==> src/rtl/cell_comm_packet_receiver.sv <==
// cell_comm_packet_receiver
// Parses 4-word cell-communication packets from the Aurora RX AXI stream
// and publishes each good packet's BPM index, X, Y, S and clipping flag
// as a one-cycle strobe. Malformed, truncated, over-length, stalled and
// CRC-flagged packets are counted with saturating 16-bit counters.
//
// Ports:
//   rxClk, rxResetN        receiver user clock, async active-low reset
//   rxValid/rxLast/rxData  input beat stream (no backpressure)
//   countersClear          synchronous clear of all counters
//   pkValid                one-cycle strobe, good packet published
//   pkIndex/pkX/pkY/pkS    published fields, held until the next good packet
//   pkClipping             clipping flag of the published packet
//   goodCount, headerErrCount, lengthErrCount, flaggedCount  saturating counters
module cell_comm_packet_receiver #(
  parameter int unsigned DATA_WIDTH      = 32,
  parameter int unsigned FOFB_IDX_WIDTH  = 9,
  parameter int unsigned WATCHDOG_CYCLES = 63
) (
  input  logic                      rxClk,
  input  logic                      rxResetN,
  input  logic                      rxValid,
  input  logic                      rxLast,
  input  logic [DATA_WIDTH-1:0]     rxData,
  input  logic                      countersClear,
  output logic                      pkValid,
  output logic [FOFB_IDX_WIDTH-1:0] pkIndex,
  output logic [31:0]               pkX,
  output logic [31:0]               pkY,
  output logic [31:0]               pkS,
  output logic                      pkClipping,
  output logic [15:0]               goodCount,
  output logic [15:0]               headerErrCount,
  output logic [15:0]               lengthErrCount,
  output logic [15:0]               flaggedCount
);

  typedef enum logic [2:0] {
    ST_HDR,
    ST_X,
    ST_Y,
    ST_S,
    ST_DISCARD
  } state_t;

  localparam logic [7:0] WD_LAST = 8'(WATCHDOG_CYCLES - 1);

  state_t                    state;
  state_t                    state_nxt;
  logic [7:0]                wd_cnt;
  logic                      timeout;
  logic                      hdr_ok;
  logic                      latch_idx;
  logic                      latch_x;
  logic                      latch_y;
  logic                      publish;
  logic                      inc_hdr;
  logic                      inc_len;
  logic                      inc_flag;
  logic [FOFB_IDX_WIDTH-1:0] idx_q;
  logic [31:0]               x_q;
  logic [31:0]               y_q;

  // Padding bits between the index field and the magic must be zero.
  assign hdr_ok = (rxData[31:16] == 16'hA5BE) &&
                  ((rxData[15:0] >> FOFB_IDX_WIDTH) == 16'h0000);

  // Fires on the idle cycle that brings the idle count to WATCHDOG_CYCLES.
  assign timeout = (state != ST_HDR) && !rxValid && (wd_cnt == WD_LAST);

  always_ff @(posedge rxClk or negedge rxResetN) begin
    if (!rxResetN) state <= ST_HDR;
    else           state <= state_nxt;
  end

  always_comb begin
    state_nxt = state;
    case (state)
      ST_HDR: begin
        if (rxValid && !rxLast) state_nxt = hdr_ok ? ST_X : ST_DISCARD;
      end
      ST_X: begin
        if (timeout)      state_nxt = ST_HDR;
        else if (rxValid) state_nxt = rxLast ? ST_HDR : ST_Y;
      end
      ST_Y: begin
        if (timeout)      state_nxt = ST_HDR;
        else if (rxValid) state_nxt = rxLast ? ST_HDR : ST_S;
      end
      ST_S: begin
        if (timeout)      state_nxt = ST_HDR;
        else if (rxValid) state_nxt = rxLast ? ST_HDR : ST_DISCARD;
      end
      ST_DISCARD: begin
        if (timeout || (rxValid && rxLast)) state_nxt = ST_HDR;
      end
      default: state_nxt = ST_HDR;
    endcase
  end

  always_comb begin
    latch_idx = 1'b0;
    latch_x   = 1'b0;
    latch_y   = 1'b0;
    publish   = 1'b0;
    inc_hdr   = 1'b0;
    inc_len   = 1'b0;
    inc_flag  = 1'b0;
    case (state)
      ST_HDR: begin
        if (rxValid) begin
          if (rxLast)      inc_len   = 1'b1;
          else if (hdr_ok) latch_idx = 1'b1;
          else             inc_hdr   = 1'b1;
        end
      end
      ST_X, ST_Y: begin
        if (timeout || (rxValid && rxLast)) inc_len = 1'b1;
        else if (rxValid) begin
          latch_x = (state == ST_X);
          latch_y = (state == ST_Y);
        end
      end
      ST_S: begin
        if (timeout) inc_len = 1'b1;
        else if (rxValid) begin
          if (!rxLast)        inc_len  = 1'b1;
          else if (rxData[31]) inc_flag = 1'b1;
          else                publish  = 1'b1;
        end
      end
      default: ;
    endcase
  end

  always_ff @(posedge rxClk or negedge rxResetN) begin
    if (!rxResetN) begin
      wd_cnt <= '0;
    end else if (rxValid || state_nxt == ST_HDR) begin
      wd_cnt <= '0;
    end else if (state != ST_HDR) begin
      wd_cnt <= wd_cnt + 8'd1;
    end
  end

  always_ff @(posedge rxClk or negedge rxResetN) begin
    if (!rxResetN) begin
      idx_q      <= '0;
      x_q        <= '0;
      y_q        <= '0;
      pkValid    <= 1'b0;
      pkIndex    <= '0;
      pkX        <= '0;
      pkY        <= '0;
      pkS        <= '0;
      pkClipping <= 1'b0;
    end else begin
      pkValid <= publish;
      if (latch_idx) idx_q <= rxData[FOFB_IDX_WIDTH-1:0];
      if (latch_x)   x_q   <= rxData[31:0];
      if (latch_y)   y_q   <= rxData[31:0];
      if (publish) begin
        pkIndex    <= idx_q;
        pkX        <= x_q;
        pkY        <= y_q;
        pkS        <= {{2{rxData[29]}}, rxData[29:0]};
        pkClipping <= rxData[30];
      end
    end
  end

  // Clear has priority over a coincident increment.
  function automatic logic [15:0] cnt_next(input logic [15:0] cnt,
                                           input logic inc,
                                           input logic clr);
    if (clr)                          return 16'h0000;
    else if (inc && cnt != 16'hFFFF)  return cnt + 16'd1;
    else                              return cnt;
  endfunction

  always_ff @(posedge rxClk or negedge rxResetN) begin
    if (!rxResetN) begin
      goodCount      <= '0;
      headerErrCount <= '0;
      lengthErrCount <= '0;
      flaggedCount   <= '0;
    end else begin
      goodCount      <= cnt_next(goodCount,      publish,  countersClear);
      headerErrCount <= cnt_next(headerErrCount, inc_hdr,  countersClear);
      lengthErrCount <= cnt_next(lengthErrCount, inc_len,  countersClear);
      flaggedCount   <= cnt_next(flaggedCount,   inc_flag, countersClear);
    end
  end

endmodule
==> config.mk <==
export PLATFORM = sky130hd
export DESIGN_NAME = cell_comm_packet_receiver
export DESIGN_NICKNAME = d
export VERILOG_FILES = /design/src/rtl/cell_comm_packet_receiver.sv
export SDC_FILE = /design/constraint.sdc
export NUM_CORES = 1
export LEC_CHECK = 0
export CAP_MARGIN = 20
export CORE_MARGIN = 4
export CORE_UTILIZATION = 55
export DETAILED_ROUTE_END_ITERATION = 12
export GPL_TIMING_DRIVEN = 0
export PLACE_DENSITY = 0.86
export SETUP_SLACK_MARGIN = 0.1
export SLEW_MARGIN = 20
export SYNTH_ARGS = -nofsm -noshare
export SYNTH_HDL_FRONTEND = slang
export SYNTH_SLANG_ARGS = --single-unit
==> constraint.sdc <==
create_clock -name rxClk -period 3.1 [get_ports rxClk]
set_clock_uncertainty 0.1 [all_clocks]
set_input_delay 0.465 -clock rxClk [delete_from_list [all_inputs] [get_ports rxClk]]
set_output_delay 0.465 -clock rxClk [all_outputs]
set_load 0.02 [all_outputs]
=== Word level (Yosys, flattened, before mapping) ===
Cells that the tools add are included.

* Output and inout bits: 171
* Input port bits: 37
* Bits in registers: 253
* Logic and storage cells: 107

* Add/subtract/negate cells: 5
* Reduce and logical (&&, ||, !) cells: 23
* Equality and inequality tests: 10
* Muxes and demuxes: 54

{| class="wikitable"
|+ Operators by type and width
! operator !! number
|-
| 16-bit two-way mux || 8
|-
| 16-bit by 1-bit adder with 16-bit output, second input constant || 4
|-
| 16-bit inequality test, second input constant || 4
|-
| 1-bit two-way mux || 30
|-
| 3-bit two-way mux || 10
|-
| 16-bit equality test, second input constant || 1
|-
| 16-bit zero test || 1
|-
| 8-bit two-way mux || 2
|-
| 3-bit one-hot mux with 5 select lines || 1
|-
| 2-bit nonzero test || 5
|-
| 1-bit logical AND || 9
|-
| 8-bit by 1-bit adder with 8-bit output, second input constant || 1
|-
| 8-bit by 6-bit equality test with 1-bit output, second input constant || 1
|-
| 3-bit by 2-bit equality test with 1-bit output, second input constant || 2
|-
| 3-bit zero test || 2
|-
| 2-bit two-way mux || 2
|-
| 3-bit by 1-bit equality test with 1-bit output, second input constant || 1
|-
| 3-bit equality test, second input constant || 1
|-
| 1-bit one-hot mux with 3 select lines || 1
|-
| 3-bit nonzero test || 1
|-
| 1-bit zero test || 2
|-
| 1-bit logical OR || 2
|-
| 2-bit OR reduction || 1
|}

=== Logic depth before layout (Yosys ltp) ===
* Word-level depth: 9
* Depth in mapped cells: 9
* Depth with buffers taken out: 7

=== Least setup slack after synthesis ===
No wires, ideal clock.

* Path kind: input to register
* Start point: in rxData[25]
* End point: reg idx_q[0]
* Path buffers: 0
* Setup slack: 871 ps
* Stages on the path: 4
* Arrival: 2,004 ps
* Cell sequence: nand4b_1 or4_4 nor4_4 mux2_2

* Cells in the longest elaborated chain, start to end: 6

{| class="wikitable"
|+ RTL lines
! element !! line !! RTL
|-
| start: declaration || 24 || <nowiki>input logic [DATA_WIDTH-1:0] rxData,</nowiki>
|-
| 16-bit equality test || 65 || <nowiki>assign hdr_ok = (rxData[31:16] == 16'hA5BE) &&</nowiki>
|-
| 1-bit logical AND || 65 ||
|-
| 1-bit two-way mux || 113 || <nowiki>else if (hdr_ok) latch_idx = 1'b1;</nowiki>
|-
| 1-bit two-way mux || 112 || <nowiki>if (rxLast) inc_len = 1'b1;</nowiki>
|-
| 1-bit two-way mux || 111 || <nowiki>if (rxValid) begin</nowiki>
|-
| 1-bit two-way mux || 109 || <nowiki>case (state)</nowiki>
|-
| end signal: assignment || 159 || <nowiki>if (latch_idx) idx_q <= rxData[FOFB_IDX_WIDTH-1:0];</nowiki>
|-
| end: declaration || 60 || <nowiki>logic [FOFB_IDX_WIDTH-1:0] idx_q;</nowiki>
|}

Every way passes these cells.
A chain may end at the register's enable or synchronous reset.

=== Final worst setup path ===
* Start point: in rxData[9]
* End point: reg idx_q[2]

* Cells in the longest elaborated chain, start to end: 6

{| class="wikitable"
|+ RTL lines
! element !! line !! RTL
|-
| 16-bit zero test || 66 || <nowiki>((rxData[15:0] >> FOFB_IDX_WIDTH) == 16'h0000);</nowiki>
|-
| 1-bit logical AND || 65 ||
|-
| 1-bit two-way mux || 113 ||
|-
| 1-bit two-way mux || 112 ||
|-
| 1-bit two-way mux || 111 ||
|-
| 1-bit two-way mux || 109 ||
|}

Every way passes these cells.

==> reports/metrics.csv <==
metric,value,unit
syn_nets,1102,
global route total overflow,0,
Power Density,487,mW/mm²
Vias/cell,5.55,
clk buf depth,3,
register cell area after layout,0.00633,mm²
"Hold Vio Cnt, Final",0,
Hold Crit Class,primary input to async pin,
Initial Util,0.559,
Slew Limit Fails,0,
first-pass GRT wire length,46300,µm
Max Freq,365,MHz
worst vdd ir,0.000449,V
Syn Std Cell Area,0.0109,mm²
Final setup viols,0,
Synth Warn #,0,
critical path data arrival time,3.05,ns
total track usage,0.260,
RePlAce Congestion,0.841,
M1 WL,12300,µm
max_slew headroom,0.348,
TritonCTS Buffers,27,
initial antenna violation count,0,
DRT iter0 DRCs,566,
Clk pwr share,0.478,
met2 WL,14000,µm
Crit-path slowest cell,nor4_4,
cell family with most CP delay,simple AND/OR/NAND/NOR gates,
syn_area_per_cell,10.3,µm²
switching share of power,0.221,
DIE AREA,0.0221,mm²
WL per Instance,18.2,µm
largest net degree at the start of global routing,100,
Worst Path Buf+Inv,1,
"commonest cells after routing, fill and taps aside","nand2_1, dfrtp_1, clkdlybuf4s50_1",
period utilization,0.883,
Pint,5.41,mW
post-placement cell area,0.0133,mm²
top sig layer,met4,
I/O Pins,208,
Die Width,149,µm
RSZ-0062 raised after global routing,no,
sequential share of the synthesized area,0.582,
clk_lat worst skew,0.54,ns
drt drc,0,
maximum fanout along the worst path,10,
CTS H-tree depth,1,
First-pass DRT Iterations,5,
"most common cell after layout, fill and taps aside",nand2_1,
worst slew pin tran,0.969,ns
"Clk pin slew, worst setup/hold paths",0.06,ns
Vert. Die Dim,149,µm
Post-CTS Setup Bufs,0,
Seq pwr share,0.481,
CTS root buffer,clkbuf_16,
DR vias,8784,
number of flops mapped to enable cells by yosys,0,
layout cells sized above 1,0.128,
vias in the first global route,8899,
status,"complete, no violations",
Antenna Nets Post-Route,0,
Core Area,0.0195,mm²
setup_tns,0,ns
PostCTS Resize Cnt,0,
Synth cell types,61,
max_cap viols,0,
metal3 WL,1750,µm
IO buf count,206,
area of the multi-input gates,0.00426,mm²
Synth Flop Type,dfrtp_1,
Sw Pwr,1.54,mW
Combinational Power Share,0.041,
drt total wl,28700,µm
final net count,1340,
Final Critical Period,2.74,ns
FF-to-FF setup slack,0.55,ns
area grow syn2layout,31.2,%
Post-CTS Hold Buffers,1,
n_diodes,0,
clock tree sinks,253,
synthesis-stage register bit count,253,
Setup CP Type,primary input to flop,
Final HPWL DP,20100,µm
leakage,6.63,nW
CTS tree,done,
"FFs w/ async S/R, synth",1.00,
post-synthesis cell count,1059,
FILL cells,1369,
Crit path largest cell delay,0.84,ns
WP data required,3.41,ns
final instance area,0.0143,mm²
CP Cell Sequence,clkdlybuf4s50_1 > nor4_1 > nand4_1 > nor4_4 > mux2_2,
row cnt,51,
Critical Path Source Type,primary input,
crit path capture type,flop,
Final Util,0.733,
-- power groups by stage --
stage | Sequential, mW | Combinational [mW] | Clock, mW
floorplan | 3.40 | 0.101 | 0
global placement | 3.41 | 0.269 | 0
detailed placement | 3.40 | 0.284 | 0
CTS | 3.34 | 0.286 | 3.37
global route | 3.34 | 0.312 | 3.52
finish | 3.34 | 0.282 | 3.32
-- stage by stage --
| stage | hold slack, ns | setup WS [ns] | std cells | power [mW] |
|---|---|---|---|---|
| 3_5_place_dp | 0.342 | -0.209 | 1532 | 3.69 |
| 3_3_place_gp | 0.342 | -9.22 | 1530 | 3.67 |
| 5_1_grt | 0.385 | 0.357 | 1582 | 7.17 |
| 6_report | 0.357 | 0.363 | 1582 | 6.95 |
| 2_1_floorplan | 0.0694 | 0.871 | 1059 | 3.50 |
| 4_1_cts | 0.365 | 0.346 | 1582 | 7.00 |
-- Yosys cell counts, types with 2 or more instances --
| cell | count | share of area |
|---|---|---|
| nand3_1 | 30 | 0.014 |
| a21oi_1 | 32 | 0.015 |
| nor4_1 | 11 | 0.0063 |
| xor2_1 | 9 | 0.0072 |
| and4_1 | 2 | 0.0016 |
| xnor2_1 | 20 | 0.016 |
| a211oi_1 | 3 | 0.0021 |
| a2111oi_0 | 2 | 0.0016 |
| a41o_1 | 2 | 0.0018 |
| and3_1 | 5 | 0.0029 |
| mux2i_1 | 4 | 0.0037 |
| nor4b_1 | 3 | 0.0024 |
| dfrtp_1 | 253 | 0.58 |
| nor4bb_1 | 2 | 0.0018 |
| o2111ai_1 | 2 | 0.0016 |
| nor2b_1 | 7 | 0.0040 |
| ha_1 | 6 | 0.0069 |
| buf_4 | 3 | 0.0021 |
| o31ai_1 | 11 | 0.0076 |
| buf_2 | 16 | 0.0074 |
| clkbuf_1 | 26 | 0.0090 |
| nor2_1 | 56 | 0.019 |
| nor3_1 | 13 | 0.0060 |
| nor3b_1 | 4 | 0.0028 |
| or3_1 | 17 | 0.0098 |
| buf_6 | 2 | 0.0021 |
| buf_1 | 6 | 0.0021 |
| a31o_2 | 2 | 0.0016 |
| mux2_2 | 79 | 0.082 |
| nand4_1 | 16 | 0.0092 |
| or2_2 | 5 | 0.0029 |
| or4_1 | 16 | 0.011 |
| nand2b_1 | 6 | 0.0034 |
| o21ai_0 | 17 | 0.0078 |
| nand2_1 | 332 | 0.11 |
| inv_1 | 14 | 0.0048 |
-- worst paths after layout --
kind / depth (start not counted) / endpoint / start
max reg2reg: 8 / pkY[30]$_DFFE_PN0P_ / state[0]$_DFF_PN0_
min in group rxClk: 2 / pkIndex[0]$_DFFE_PN0P_ / idx_q[0]$_DFFE_PN0P_
min: 2 / pkS[21]$_DFFE_PN0P_ / rxResetN
min reg2reg: 2 / pkIndex[0]$_DFFE_PN0P_ / idx_q[0]$_DFFE_PN0P_
max: 5 / idx_q[2]$_DFFE_PN0P_ / rxData[9]
max in group asynchronous: 3 / goodCount[1]$_DFFE_PN0P_ / rxResetN
-- sequential cells by signal (all words and copies together) (netlist names), 16 cells and up --
register and count:
headerErrCount 16, goodCount 16, flaggedCount 16, x_q 32, y_q 32, pkX 32, lengthErrCount 16, pkS 30
pkY 32
-- routing by layer --
layer  global-route usage  vias up
li1                     -     4069
met1                0.355     4380
met2                0.431      288
met3               0.0494       47
met4               0.0753        0
met5                    0        -
-- cells by family after synthesis --
group	Yosys count	share of synthesized area
muxes	84	0.0867
buffers and inverters	68	0.0277
and+or+nand+nor	534	0.221
DFF	253	0.582
AOI/OAI and AO/OA	85	0.0524
adders and majority gates	6	0.00690
xor gates and xnor gates	29	0.0233
-- area by class of cell --
cell class	count	area share
Buffer	53	0.0172
Tap cell	265	0.0232
Clock buffer	36	0.0532
Timing Repair Buffer	209	0.149
Clock inverter	13	0.0114
Inverter	15	0.00394
Multi-Input combinational cell	738	0.298
Sequential cell	253	0.444
(Power assumes the default switching activity.)
